File: src/rtl/blk_xfer_ctrl.sv
// rtl/blk_xfer_ctrl.sv - multi-block SD data transfer sequencer
// Optional feature macro: BLK_XFER_CTRL_RETRY_EN (per-block retry after a CRC failure)
module blk_xfer_ctrl #(
  parameter int BLK_CNT_W    = 8,
  parameter int BUSY_TIMEOUT = 250000,
  parameter int MAX_RETRY    = 3
) (
  input  logic                 iclk,
  input  logic                 irst,
  input  logic                 istart,
  input  logic                 iwrite,
  input  logic [BLK_CNT_W-1:0] iblk_cnt,
  input  logic                 iabort,
  input  logic                 idat0,
  output logic                 odrv_start_read,
  output logic                 odrv_start_write,
  input  logic                 idrv_done,
  input  logic                 idrv_crc_fail,
  output logic [BLK_CNT_W-1:0] oblk_idx,
  output logic                 obusy,
  output logic                 odone,
  output logic [1:0]           oerr
);

  // Timeout counter only ever needs to hold values up to BUSY_TIMEOUT.
  localparam int TO_W = (BUSY_TIMEOUT < 2) ? 1 : $clog2(BUSY_TIMEOUT + 1);

  localparam logic [1:0] ERR_OK      = 2'd0;
  localparam logic [1:0] ERR_CRC     = 2'd1;
  localparam logic [1:0] ERR_TIMEOUT = 2'd2;
  localparam logic [1:0] ERR_ABORT   = 2'd3;

  typedef enum logic [2:0] {
    S_IDLE      = 3'd0,
    S_START     = 3'd1,
    S_WAIT_DRV  = 3'd2,
    S_WAIT_BUSY = 3'd3,
    S_NEXT      = 3'd4,
    S_FINISH    = 3'd5
  } state_t;

  state_t               r_state;
  logic                 r_write;
  logic [BLK_CNT_W-1:0] r_cnt;
  logic [BLK_CNT_W-1:0] r_idx;
  logic [TO_W-1:0]      r_to_cnt;
  logic                 r_start_rd;
  logic                 r_start_wr;
  logic                 r_done;
  logic [1:0]           r_err;

`ifdef BLK_XFER_CTRL_RETRY_EN
  localparam int RT_W = (MAX_RETRY < 2) ? 1 : $clog2(MAX_RETRY + 1);
  logic [RT_W-1:0]      r_retry;
`endif

  logic w_last_blk;
  logic w_to_hit;
  logic w_to_sat;

  // r_cnt is never zero outside IDLE/FINISH, so r_cnt - 1 cannot underflow where it is used.
  assign w_last_blk = (r_idx == (r_cnt - {{(BLK_CNT_W-1){1'b0}}, 1'b1}));
  // The counter holds the number of completed low cycles; the current cycle is the last allowed one.
  assign w_to_hit   = (r_to_cnt == TO_W'(BUSY_TIMEOUT - 1));
  assign w_to_sat   = (r_to_cnt == TO_W'(BUSY_TIMEOUT));

  assign odrv_start_read  = r_start_rd;
  assign odrv_start_write = r_start_wr;
  assign oblk_idx         = r_idx;
  assign obusy            = (r_state != S_IDLE);
  assign odone            = r_done;
  assign oerr             = r_err;

  // Transfer sequencer: state, latched request, counters and all registered outputs.
  always_ff @(posedge iclk) begin
    if (irst) begin
      r_state    <= S_IDLE;
      r_write    <= 1'b0;
      r_cnt      <= '0;
      r_idx      <= '0;
      r_to_cnt   <= '0;
      r_start_rd <= 1'b0;
      r_start_wr <= 1'b0;
      r_done     <= 1'b0;
      r_err      <= ERR_OK;
`ifdef BLK_XFER_CTRL_RETRY_EN
      r_retry    <= '0;
`endif
    end else begin
      // Pulse outputs default low so each assertion lasts exactly one cycle.
      r_start_rd <= 1'b0;
      r_start_wr <= 1'b0;
      r_done     <= 1'b0;

      case (r_state)
        S_IDLE: begin
          if (istart) begin
            r_write <= iwrite;
            r_cnt   <= iblk_cnt;
            r_idx   <= '0;
            r_err   <= ERR_OK;
`ifdef BLK_XFER_CTRL_RETRY_EN
            r_retry <= '0;
`endif
            // A zero-block request completes without ever touching the DAT driver.
            if (iblk_cnt == '0) begin
              r_state <= S_FINISH;
            end else begin
              r_state <= S_START;
            end
          end
        end

        S_START: begin
          if (iabort) begin
            r_err   <= ERR_ABORT;
            r_state <= S_FINISH;
          end else begin
            if (r_write) begin
              r_start_wr <= 1'b1;
            end else begin
              r_start_rd <= 1'b1;
            end
            r_state <= S_WAIT_DRV;
          end
        end

        S_WAIT_DRV: begin
          // Abort wins over a block completion reported in the same cycle.
          if (iabort) begin
            r_err   <= ERR_ABORT;
            r_state <= S_FINISH;
          end else if (idrv_done) begin
            if (idrv_crc_fail) begin
`ifdef BLK_XFER_CTRL_RETRY_EN
              if (r_retry < RT_W'(MAX_RETRY)) begin
                r_retry <= r_retry + {{(RT_W-1){1'b0}}, 1'b1};
                r_state <= S_START;
              end else begin
                r_err   <= ERR_CRC;
                r_state <= S_FINISH;
              end
`else
              r_err   <= ERR_CRC;
              r_state <= S_FINISH;
`endif
            end else if (r_write) begin
              r_to_cnt <= '0;
              r_state  <= S_WAIT_BUSY;
            end else begin
              r_state <= S_NEXT;
            end
          end
        end

        S_WAIT_BUSY: begin
          // Card holds DAT0 low while programming the block it just received.
          if (iabort) begin
            r_err   <= ERR_ABORT;
            r_state <= S_FINISH;
          end else if (idat0) begin
            r_state <= S_NEXT;
          end else if (w_to_hit) begin
            r_err   <= ERR_TIMEOUT;
            r_state <= S_FINISH;
          end else if (!w_to_sat) begin
            r_to_cnt <= r_to_cnt + {{(TO_W-1){1'b0}}, 1'b1};
          end
        end

        S_NEXT: begin
          if (iabort) begin
            r_err   <= ERR_ABORT;
            r_state <= S_FINISH;
          end else if (w_last_blk) begin
            r_err   <= ERR_OK;
            r_state <= S_FINISH;
          end else begin
            r_idx   <= r_idx + {{(BLK_CNT_W-1){1'b0}}, 1'b1};
`ifdef BLK_XFER_CTRL_RETRY_EN
            r_retry <= '0;
`endif
            r_state <= S_START;
          end
        end

        S_FINISH: begin
          r_done  <= 1'b1;
          r_state <= S_IDLE;
        end

        default: begin
          r_state <= S_IDLE;
        end
      endcase
    end
  end

endmodule

File: config.mk
export PLATFORM = sky130hd
export DESIGN_NAME = blk_xfer_ctrl
export DESIGN_NICKNAME = d
export VERILOG_FILES = /design/src/rtl/blk_xfer_ctrl.sv
export SDC_FILE = /design/constraint.sdc
export NUM_CORES = 1
export LEC_CHECK = 0
export CAP_MARGIN = 10
export CORE_MARGIN = 4
export CORE_UTILIZATION = 59
export DETAILED_ROUTE_END_ITERATION = 16
export PLACE_DENSITY = 0.89
export REMOVE_ABC_BUFFERS = 1
export SLEW_MARGIN = 20
export SYNTH_ARGS = -nofsm -noshare
export SYNTH_HDL_FRONTEND = slang
export SYNTH_SLANG_ARGS = --single-unit
export TNS_END_PERCENT = 20
File: constraint.sdc
create_clock -name iclk -period 3.64 [get_ports iclk]
set_input_delay 0.364 -clock iclk [delete_from_list [all_inputs] [get_ports iclk]]
set_output_delay 0.364 -clock iclk [all_outputs]
set_load 0.02 [all_outputs]
### Word-level counts from Yosys, hierarchy flattened

Cells that the tools add are included.

* bits in registers: 43
* bits in latches: 0
* memory bits (writable): 0
* memory bits (read-only): 0
* logic and storage cells: 91
* memories kept: 0

* add/subtract/negate cells: 3
* multipliers: 0
* divide/modulo/power cells: 0
* $lt $le $gt $ge: 0
* equal/unequal tests: 26
* shifts and indexed selects: 0
* mux-type cells: 40
* bitwise logic cells: 1
* reduce and logical (&&, ||, !) cells: 12

Operators by type and width (number)
* 2-to-1 mux 18 bit: 8
* equality test 18 bit (second input constant): 2
* 2-to-1 mux 3 bit: 12
* case mux 18 bit (2 select lines): 1
* 2-to-1 mux 8 bit: 3
* != test 2 bit (second input constant): 12
* 2-to-1 mux 2 bit: 10
* adder 18 x 1 -> 18 bit (second input constant): 1
* case mux 8 bit (2 select lines): 1
* != test 3 bit (second input constant): 5
* case mux 3 bit (5 select lines): 1
* case mux 2 bit (5 select lines): 1
* AND reduction 9 bit: 1
* adder 8 x 1 -> 8 bit (second input constant): 1
* equality test 8 bit: 1
* zero test 8 bit: 1
* AND reduction 8 bit: 1
* subtractor 8 x 1 -> 8 bit (second input constant): 1
* equality test 3 x 2 -> 1 bit (second input constant): 2
* equality test 3 bit (second input constant): 2
* nonzero test 5 bit: 1
* != test 4 bit (second input constant): 1
* AND reduction 4 bit: 1
* nonzero test 2 bit: 2
* 8 further kinds: 10

### Longest topological paths before layout

Gate-level depths: netlist of run 1.

* depth in word-level cells: 6
* depth in mapped cells: 8

### Worst setup path before layout of run 1

OpenSTA, ideal clock, no wires.

* path kind: register to register
* from: register r_cnt[0]
* to: register r_idx[0] (netlist: oblk_idx[0])
* library setup time: 121 ps
* arrival time: 1832 ps
* path slack: 1687 ps
* cell stages (with the launch flop): 9
* buffers on the path: 0
* cell sequence: dfxtp_1 -> inv_1 -> ha_1 -> o21ba_2 -> a221oi_1 -> a311o_2 -> nand3_4 -> nand2_2 -> mux2_2

* word-level cells in the longest chain between the ends: 4

RTL lines
* from (decl): RTL line 44 `logic [BLK_CNT_W-1:0] r_cnt;`
* from (signal assigned): RTL line 99 `r_cnt <= iblk_cnt;`
* subtractor 8 x 1 -> 8 bit: RTL line 62 `assign w_last_blk = (r_idx == (r_cnt - {{(BLK_CNT_W-1){1'b0}}, 1'b1}));`
* equality test 8 bit: RTL line 62
* != test 2 bit (no source line)
* AND reduction 4 bit (no source line)
* to (signal assigned): RTL line 179 `r_idx <= r_idx + {{(BLK_CNT_W-1){1'b0}}, 1'b1};`
* to (decl): RTL line 45 `logic [BLK_CNT_W-1:0] r_idx;`

Every way passes these cells.
A chain may end at the register's enable or synchronous reset.

### Worst setup path after layout of run 1

* from: input port iabort
* to: register r_to_cnt[14]

* word-level cells in the longest chain between the ends: 2

RTL lines
* from (decl): RTL line 13 `input logic iabort,`
* != test 2 bit (no source line)
* AND reduction 9 bit (no source line) (*)
* to (signal assigned): RTL line 167 `r_to_cnt <= r_to_cnt + {{(TO_W-1){1'b0}}, 1'b1};`
* to (decl): RTL line 46 `logic [TO_W-1:0] r_to_cnt;`

Every way passes the cells marked *; elsewhere a longest branch is shown, timed or not.

==> results of run 1 <==
[cell type report]
class                   count  area share [%]
multi-input cells         230            51.8
flip-flops and latches     43            31.0
inverters                  13            1.76
clock buffers               6            2.61
well taps                  48            2.16
repair buffers             30            10.7
[cell families (layout without fill, tap and decap cells)]
logic type,after synthesis,after routing,synth area share [%]
simple gates,141,141,30.6
mux,5,5,2.14
buf+inv,26,49,4.22
flops,43,43,35.8
fa+ha+maj,4,4,2.08
compound gates,55,55,16.0
xor+xnor,25,25,9.11
[per-layer routing]
metal | up-vias | GRT usage, %
li1 | 1092 | -
met1 | 1031 | 28.0
met2 | 68 | 36.5
met3 | 12 | 5.61
met4 | 0 | 7.52
met5 | - | 0
[how the worst max path moves through the flow]
stage | to | slack, ns | cells past startpoint
floorplan | oblk_idx[0]$_SDFFE_PP0P_ | 1.69 | 8
detailed placement | r_to_cnt[14]$_SDFFE_PP0P_ | 0.91 | 6
CTS | r_to_cnt[14]$_SDFFE_PP0P_ | 1.21 | 6
global placement | r_to_cnt[11]$_SDFFE_PP0P_ | 1.02 | 7
finish | r_to_cnt[14]$_SDFFE_PP0P_ | 1.21 | 6
global route | r_to_cnt[12]$_SDFFE_PP0P_ | 1.04 | 6
[worst max-delay path: stages]
cell	delay, ns
clkdlybuf4s50_1	0.67
or3b_1	0.51
o22ai_2	0.26
nand3_1	0.29
or3_1	0.41
a21oi_1	0.14
[power groups by stage]
stage	clock network, W	registers, W	logic [W]
floorplan	0	0.000519	0.0000990
global placement	0	0.000519	0.000159
detailed placement	0	0.000519	0.000162
CTS	0.000279	0.000508	0.000163
global route	0.000304	0.000512	0.000182
finish	0.000276	0.000509	0.000164
[placed cells by master, fill, tap and decap left out, drive strengths merged, types with 2 or more instances in the layout]
cell,Yosys,final
dfxtp,43,43
o22ai,2,2
nand2,42,42
or3,6,6
clkbuf,11,6
a211oi,3,3
o21ai,8,8
and3b,2,2
a31oi,2,2
nor3b,3,3
a41o,2,2
nand4,6,6
a221oi,3,3
xor2,9,9
and2,4,4
xnor2,16,16
inv,13,13
nand4bb,2,2
nor2,39,39
clkdlybuf4s50,0,29
mux2i,4,4
nor3,8,8
a21oi,18,18
nand3,7,7
nor4bb,2,2
nand3b,2,2
and3,7,7
o31ai,4,4
or4,2,2
nand2b,3,3
ha,4,4
[registers in the layout, summed over array words and instances, names as in the netlist]
signal,flops
r_write,1
r_state,3
r_cnt,8
odrv_start_read,1
oerr,2
oblk_idx,8
odrv_start_write,1
odone,1
r_to_cnt,18
[cells in the mapped netlist, drive strengths merged, types with 3 or more instances]
| cell | count | area (sq um) |
|---|---|---|
| a211oi | 3 | 22.5 |
| nand2b | 3 | 18.8 |
| nor2 | 39 | 146 |
| mux2i | 4 | 40.0 |
| clkbuf | 11 | 42.5 |
| a221oi | 3 | 26.3 |
| and3 | 7 | 43.8 |
| nand3 | 7 | 47.6 |
| nand2 | 42 | 160 |
| or3 | 6 | 37.5 |
| nand4 | 6 | 37.5 |
| xor2 | 9 | 78.8 |
| nor3 | 8 | 40.0 |
| dfxtp | 43 | 861 |
| a21oi | 18 | 90.1 |
| xnor2 | 16 | 140 |
| o31ai | 4 | 30.0 |
| ha | 4 | 50.1 |
| inv | 13 | 48.8 |
| nor3b | 3 | 22.5 |
| o21ai | 8 | 40.0 |
| and2 | 4 | 25.0 |
[through the flow]
stage	setup WS (ns)	instances	hold slack, ns
6_report	1.21	370	0.475
3_5_place_dp	0.906	364	0.464
3_3_place_gp	1.02	364	0.459
2_1_floorplan	1.69	286	0.433
4_1_cts	1.21	370	0.478
5_1_grt	1.04	370	0.500
==> results.md, run 1 <==
- Outcome: finished, final reports clean
- Core area: 0.00380 sq mm
- Final ANT Viol Nets: 0
- First-pass GRT wire length: 9.32 mm
- Gate Count Post-Synth: 299
- Normalized max-slew margin: 45.2%
- Initial antenna violation count: 0
- Share of layout cells above drive strength 1: 4.97%
- Starting density of the core: 63.2%
- Reg area: 861 sq um
- Longest Clk Path Bufs: 2
- Met2 WL: 2.47 mm
- Clock latency at the later pin of the worst-skew pair: 0.29 ns
- Slew Limit Fails: 0
- Setup CP Type: in -> reg
- Final setup viols: 0
- Grt ovf: 0
- RSZ-0062 raised after global routing: false
- Row count: 22
- DR DRC count: 0
- Synth Area per Inst: 8.03 sq um
- Vias after detailed routing: 2203
- 1st-pass router iterations: 4
- Post-layout min period: 2.43 ns
- Tot GR Track Use: 22.1%
- Final Core Density: 73.2%
- Max_cap viols: 0
- Total power draw: 0.000949 W
- Antenna cells: 0
- WL met3: 370 um
- R2R setup slack: 1.48 ns
- Final Hold Vio Count: 0
- H-Tree Depth: 2
- Via/cell ratio: 5.95
- Metal1 wirelength: 2.44 mm
- Drt total wl: 5.38 mm
- Reg-to-Reg End: oerr[1]$_SDFFE_PP0P_
- Area post-placement: 0.00271 sq mm
- Area grow syn2layout: 15.7%
- Top FF cell, synth: dfxtp_1
- Switching pwr: 0.000259 W
- Cts repair resizes: 0
- Routed WL per cell: 14.5 um
- Register area share after synthesis: 35.8%
- Die width: 71.8 um
- I/O Buffers: 29
- Initial DRC Count: 229
- RR Startpoint: r_cnt[0]$_SDFFE_PP0P_
- Gate power share: 17.3%
- Hold Buf Count CTS: 0
- Asr flop ratio synth: 0%
- DIE HEIGHT: 71.8 um
- Area occupied by multi-input gates: 0.00144 sq mm
- Post-Syn Area: 0.00240 sq mm
- Required time worst endpoint: 3.86 ns
- Arrival @ worst endpoint: 2.65 ns
- WHS Endpoint: r_cnt[7]$_SDFFE_PP0P_
- F_max: 411 MHz
- Root buffer cell: clkbuf_8
- Setup Buffers After CTS: 0
- Number of synthesized register bits: 43
- CP startpoint kind: input pin
- Clock Sinks: 43
- HP Start: r_cnt[7]$_SDFFE_PP0P_
- Worst min path class: reg -> reg
- Largest net degree at the start of global routing: 25
- Critical path endpoint category: flop
- Distinct cells, synth: 56
- TNS Setup: 0 ns
- CP Launch Point: iabort
- Internal power: 0.000690 W
- DP HPWL: 3.90 mm
- Die area: 0.00516 sq mm
- Vias in the first global route: 2055
- Post-synth EDFFs: 0
- Finished Cell Area: 0.00278 sq mm
- Worst hold path depth: 2
- Peak supply drop: 186 uV
- Top layer in use: met4
- RD Place Congestion: 0.903
- Sequential power share: 53.7%
- Fillers: 311
- Leakage: 1.03 nW
- Critical path fanouts, max: 15
- Clock transition at path regs: 0.08 ns
- CTS tree: built
- Num CTS Buffers: 5
- Fin crit share: 66.9%
- Sw Ratio: 27.3%
- Worst-Margin Slew: 0.819 ns
- Worst r2r path cells: 8
- # nets final: 343
- Ports: 30
- Clock share of power: 29.0%
- Yosys Warn Count: 0
- PwrDens: 341 mW/mm^2
- Worst setup skew after layout: 0.0122 ns
Note: power is estimated with default switching activity, not from simulation.
==> run 2, diff against run 1 <==
CORE_UTILIZATION = 55   (was 59)
PLACE_DENSITY = 0.84   (was 0.89)
clock period = 2.35 ns   (was 3.64 ns; I/O delays follow)
==> run 2 against run 1 <==
Clock skew increased by 0.00059 ns. Die area increased by 6.5%. Utilization decreased by 4.4 points. Register-to-register slack got worse by 1.3 ns. First-iteration DRC count decreased by 41%. Total power increased by 59%. Combinational power increased by 62%. Largest cell class unchanged. Largest power group unchanged.
==> results.md, run 2 (synthesis results as in run 1) <==
- Outcome: finished, final reports clean
- # nets final: 348
- Normalized max-slew margin: 67.7%
- F_max: 460 MHz
- Row count: 23
- Largest net degree at the start of global routing: 18
- Reg-to-Reg End: oblk_idx[0]$_SDFFE_PP0P_
- Final ANT Viol Nets: 0
- Hold Buf Count CTS: 0
- H-Tree Depth: 2
- Worst-Margin Slew: 0.483 ns
- Antenna cells: 0
- Leakage: 1.06 nW
- Longest Clk Path Bufs: 2
- First-pass GRT wire length: 9.20 mm
- Arrival @ worst endpoint: 2.36 ns
- Worst setup skew after layout: 0.0128 ns
- Tot GR Track Use: 21.3%
- Die width: 74.1 um
- CTS tree: built
- Total power draw: 0.00151 W
- Clock latency at the later pin of the worst-skew pair: 0.30 ns
- Routed WL per cell: 14.5 um
- Via/cell ratio: 5.86
- I/O Buffers: 29
- Clock Sinks: 43
- RR Startpoint: r_cnt[0]$_SDFFE_PP0P_
- Worst min path class: in -> reg
- Required time worst endpoint: 2.54 ns
- PwrDens: 533 mW/mm^2
- Setup Buffers After CTS: 0
- Critical path endpoint category: flop
- 1st-pass router iterations: 4
- WHS Endpoint: r_write$_SDFFE_PP0P_
- Core area: 0.00412 sq mm
- Initial DRC Count: 136
- Final Core Density: 68.7%
- Vias after detailed routing: 2222
- Num CTS Buffers: 5
- Worst hold path depth: 3
- DP HPWL: 4.06 mm
- Most frequent cells in the layout: 43 x dfxtp_1, 41 x nand2_1, 39 x nor2_1, 29 x clkdlybuf4s50_1, 18 x a21oi_1
- Most common cell after layout, fill and taps aside: dfxtp_1
- HP Start: iwrite
- CP startpoint kind: flop
- Worst r2r path cells: 8
- Area grow syn2layout: 17.8%
- R2R setup slack: 0.17 ns
- Grt ovf: 0
- Cts repair resizes: 0
- RD Place Congestion: 0.862
- Setup CP Type: reg -> reg
- Share of layout cells above drive strength 1: 6.69%
- Peak supply drop: 270 uV
- Die area: 0.00549 sq mm
- Fillers: 357
- DR DRC count: 0
- Final setup viols: 0
- Fin crit share: 92.6%
- Clock transition at path regs: 0.09 ns
- Slew Limit Fails: 0
- Starting density of the core: 58.4%
- DIE HEIGHT: 74.1 um
- Number of flip-flops under the largest register name: 18
- Drt total wl: 5.48 mm
- RSZ-0062 raised after global routing: false
- Post-layout min period: 2.18 ns
- Most flop-heavy register: r_to_cnt
- Max_cap viols: 0
- Ports: 30
- Vias in the first global route: 2106
- TNS Setup: 0 ns
- Root buffer cell: clkbuf_8
- Critical path fanouts, max: 8
- Final Hold Vio Count: 0
- Initial antenna violation count: 0
run 2: cell types whose count changed in the layout (fill, tap and decap cells not counted), sizes merged:
cell    change
buf         +5
clkbuf      +1
clkinv      +1
run 2: area by class of cell:
| class | instances | area, sq um | share of cell area (%) |
|---|---|---|---|
| clock inverters | 1 | 5.00 | 0.177 |
| flip-flops and latches | 43 | 861 | 30.4 |
| inverters | 13 | 48.8 | 1.72 |
| clock buffers | 7 | 76.3 | 2.70 |
| well taps | 50 | 62.6 | 2.21 |
| repair buffers | 35 | 335 | 11.9 |
| multi-input cells | 230 | 1440 | 50.9 |
run 2: worst max path at each step:
| stage | from | endpoint | slack (ns) | depth (start not counted) |
|---|---|---|---|---|
| after floorplan | r_cnt[0]$_SDFFE_PP0P_ | oblk_idx[0]$_SDFFE_PP0P_ | 0.40 | 8 |
| after global placement | iabort | r_to_cnt[11]$_SDFFE_PP0P_ | 0.08 | 7 |
| after detailed placement | iabort | r_to_cnt[11]$_SDFFE_PP0P_ | 0.01 | 7 |
| after CTS | r_cnt[0]$_SDFFE_PP0P_ | oerr[0]$_SDFFE_PP0P_ | 0.17 | 8 |
| after global routing | r_cnt[0]$_SDFFE_PP0P_ | oerr[1]$_SDFFE_PP0P_ | 0.03 | 8 |
| final | r_cnt[0]$_SDFFE_PP0P_ | oblk_idx[0]$_SDFFE_PP0P_ | 0.17 | 8 |
run 2: metal layers:
layer  vias to the layer above  part of all wire, %  GRT usage, %
met5                         -                    0             0
met4                         0                  1.4          6.64
met3                         8                  5.9          5.00
met2                        56                   49          37.8
met1                      1052                   43          25.4
li1                       1106                    -             -
run 2: where the power goes:
part / internal (W) / leakage, nW / switching, W
Combinational: 0.000124 / 0.667 / 0.000141
Sequential: 0.000752 / 0.349 / 0.0000343
Clock: 0.000209 / 0.0422 / 0.000249
Total: 0.00108 / 1.06 / 0.000424
run 2: through the flow:
stage	area, sq um	hold slack, ns	setup WS, ns	std cells
floorplan	2350	0.304	0.397	286
global placement	2750	0.457	0.0804	371
detailed placement	2750	0.483	0.0112	371
CTS	2830	0.495	0.171	379
global route	2830	0.518	0.0268	379
finish	2830	0.492	0.174	379
run 2: critical path, stage by stage (launching register included):
cell,delay [ns]
dfxtp_1,0.40
inv_1,0.06
ha_1,0.25
o21ba_2,0.22
a221oi_1,0.29
a311o_2,0.22
nand3_4,0.14
nand2_2,0.14
mux2_2,0.34
==> run 3, diff against run 2 <==
GPL_ROUTABILITY_DRIVEN = 0   (was unset)
==> results of run 3 <==
Final layout, timing and power as in run 2 (identical DEF).
==> RTL change (settings of run 1) <==
`BUSY_TIMEOUT`: 250000 -> 125000.
--- a/src/rtl/blk_xfer_ctrl.sv
+++ b/src/rtl/blk_xfer_ctrl.sv
@@ -3,5 +3,5 @@
 module blk_xfer_ctrl #(
   parameter int BLK_CNT_W    = 8,
-  parameter int BUSY_TIMEOUT = 250000,
+  parameter int BUSY_TIMEOUT = 125000,
   parameter int MAX_RETRY    = 3
 ) (
Formal check against the unedited RTL: same outputs for any inputs over 10 cycles, from zero or initial values and one cycle with irst high; that may be too few to reach the edited logic, so the function may still have changed.
==> RTL change against run 1 <==
Clock skew shrank 0.0056 ns. Sequential power grew 0.8%. Total power grew 15%. Sequential share of layout area shrank 0.94 points. Wire length grew 0.26%. Clock power grew 32%. Synthesized area is essentially flat. Cell area grew 0.72%. Count of clock-buffer cells in the layout grew 1. Worst setup slack lost 0.16 ns. Sequential cell count shrank 1. Global-route usage grew 0.55 points. Largest cell class unchanged. Largest power group unchanged.
==> RTL change: results (changes against run 1) <==
[worst_setup_path]
path_delay_family = compound AO/OA/AOI/OAI gates
worst_ep_arrival_time_ns = 2.80  ; +0.15 ns
maximum_fanout_along_the_worst_path = 10  ; -5
rr_worst_depth = 9  ; +1
regToRegSetupSlack_ns = 1.04  ; -0.44 ns
crit-reg2reg-capture = r_state[2]
timing.critical_path.from_type = flip-flop

[detailed_routing]
detailed_route_wl_um = 5390  ; +0.26%
vias = 2245  ; +1.9%

[finish]
largest_register_ffs = 17  ; -1
num-nets-final = 342  ; -0.29%
final.fill_count = 299  ; -3.9%

[sta]
final.setup_skew_ns = 0.00658  ; -0.00561 ns
slew_worst_pin_ns = 0.756  ; -0.0628 ns

[placement]
hpwlAfterDp_um = 3840  ; -1.4%
place_congestion = 0.919  ; +1.8%
io_buffer_count = 29  ; unchanged

[global_routing]
grt_util_all_layers_pct = 22.7  ; +0.55 points
grt_pass1_wl_um = 9560  ; +2.7%
grt_max_degree = 22  ; -12%

[logic_synthesis]
synth_top_cells_by_count = 42 x sky130_fd_sc_hd__dfxtp_1, 33 x sky130_fd_sc_hd__nor2_1, 31 x sky130_fd_sc_hd__nand2_1
synth_top_cells_by_area = sky130_fd_sc_hd__dfxtp_1 35%, sky130_fd_sc_hd__xor2_1 7.3%, sky130_fd_sc_hd__nor2_1 5.2%, sky130_fd_sc_hd__nand2_1 4.8%, sky130_fd_sc_hd__a21oi_1 4.4%
yosys_warnings = 0  ; unchanged
synth_cell_types = 54  ; -3.6%
synth.yosys.seq_area_share_pct = 35.0  ; -0.82 points

[outcome]
status = completed

[power_and_ir_drop]
leakagePower_nw = 1.03  ; +0.43%

-- RTL change: worst min-delay path by stage --
| stage | from | to | slack (ns) | cells after the start |
|---|---|---|---|---|
| finish | r_write | odrv_start_read | 0.50 | 1 |
| global route | r_write | odrv_start_read | 0.52 | 1 |
| CTS | r_write | odrv_start_read | 0.50 | 1 |
| detailed placement | r_write | odrv_start_read | 0.48 | 1 |
| global placement | r_write | odrv_start_read | 0.48 | 1 |
| floorplan | irst | oblk_idx[0] | 0.43 | 1 |
-- RTL change: cells by family (layout without fill, tap and decap cells) --
family | count (synthesis) | after routing | share of synthesized area, %
adders and majority gates | 4 | 4 | 2.08
xor gates and xnor gates | 25 | 25 | 9.12
DFF | 42 | 42 | 35.0
muxes | 5 | 5 | 2.24
buffers and inverters | 25 | 47 | 4.27
and+or+nand+nor | 136 | 136 | 30.0
AOI/OAI and AO/OA | 64 | 64 | 17.3
-- RTL change: per-layer routing --
layer  vias up  routed length, µm  part of all wire, %  GRT usage (%)
met3        14                275                  5.1           4.91
li1       1106                  -                    -              -
met1      1058               2320                   43           27.2
met2        67               2690                   50           38.8
met5         -                  0                    0              0
met4         0                103                  1.9           9.81
-- RTL change: cell type report --
type	count	area, µm²	area share [%]
inverters	8	30.0	1.07
repair buffers	31	305	10.9
clock buffers	7	76.3	2.73
multi-input cells	234	1460	52.1
clock inverters	1	30.0	1.07
well taps	48	60.1	2.14
flip-flops and latches	42	841	30.0
-- RTL change: power by group through the flow --
stage	clock [W]	combinational [W]	sequential, W
finish	0.000364	0.000214	0.000513
global route	0.000390	0.000238	0.000518
CTS	0.000367	0.000214	0.000512
detailed placement	0	0.000210	0.000523
global placement	0	0.000204	0.000523
floorplan	0	0.000136	0.000521
-- RTL change: stage by stage --
stage	setup slack, ns	hold WS [ns]	total power (W)	instances	cell area [µm²]
finish	1.04	0.503	0.00109	371	2800
global route	0.853	0.521	0.00115	371	2800
CTS	1.05	0.501	0.00109	371	2800
detailed placement	0.887	0.481	0.000733	363	2690
global placement	1.02	0.478	0.000727	363	2690
floorplan	1.30	0.433	0.000657	284	2330
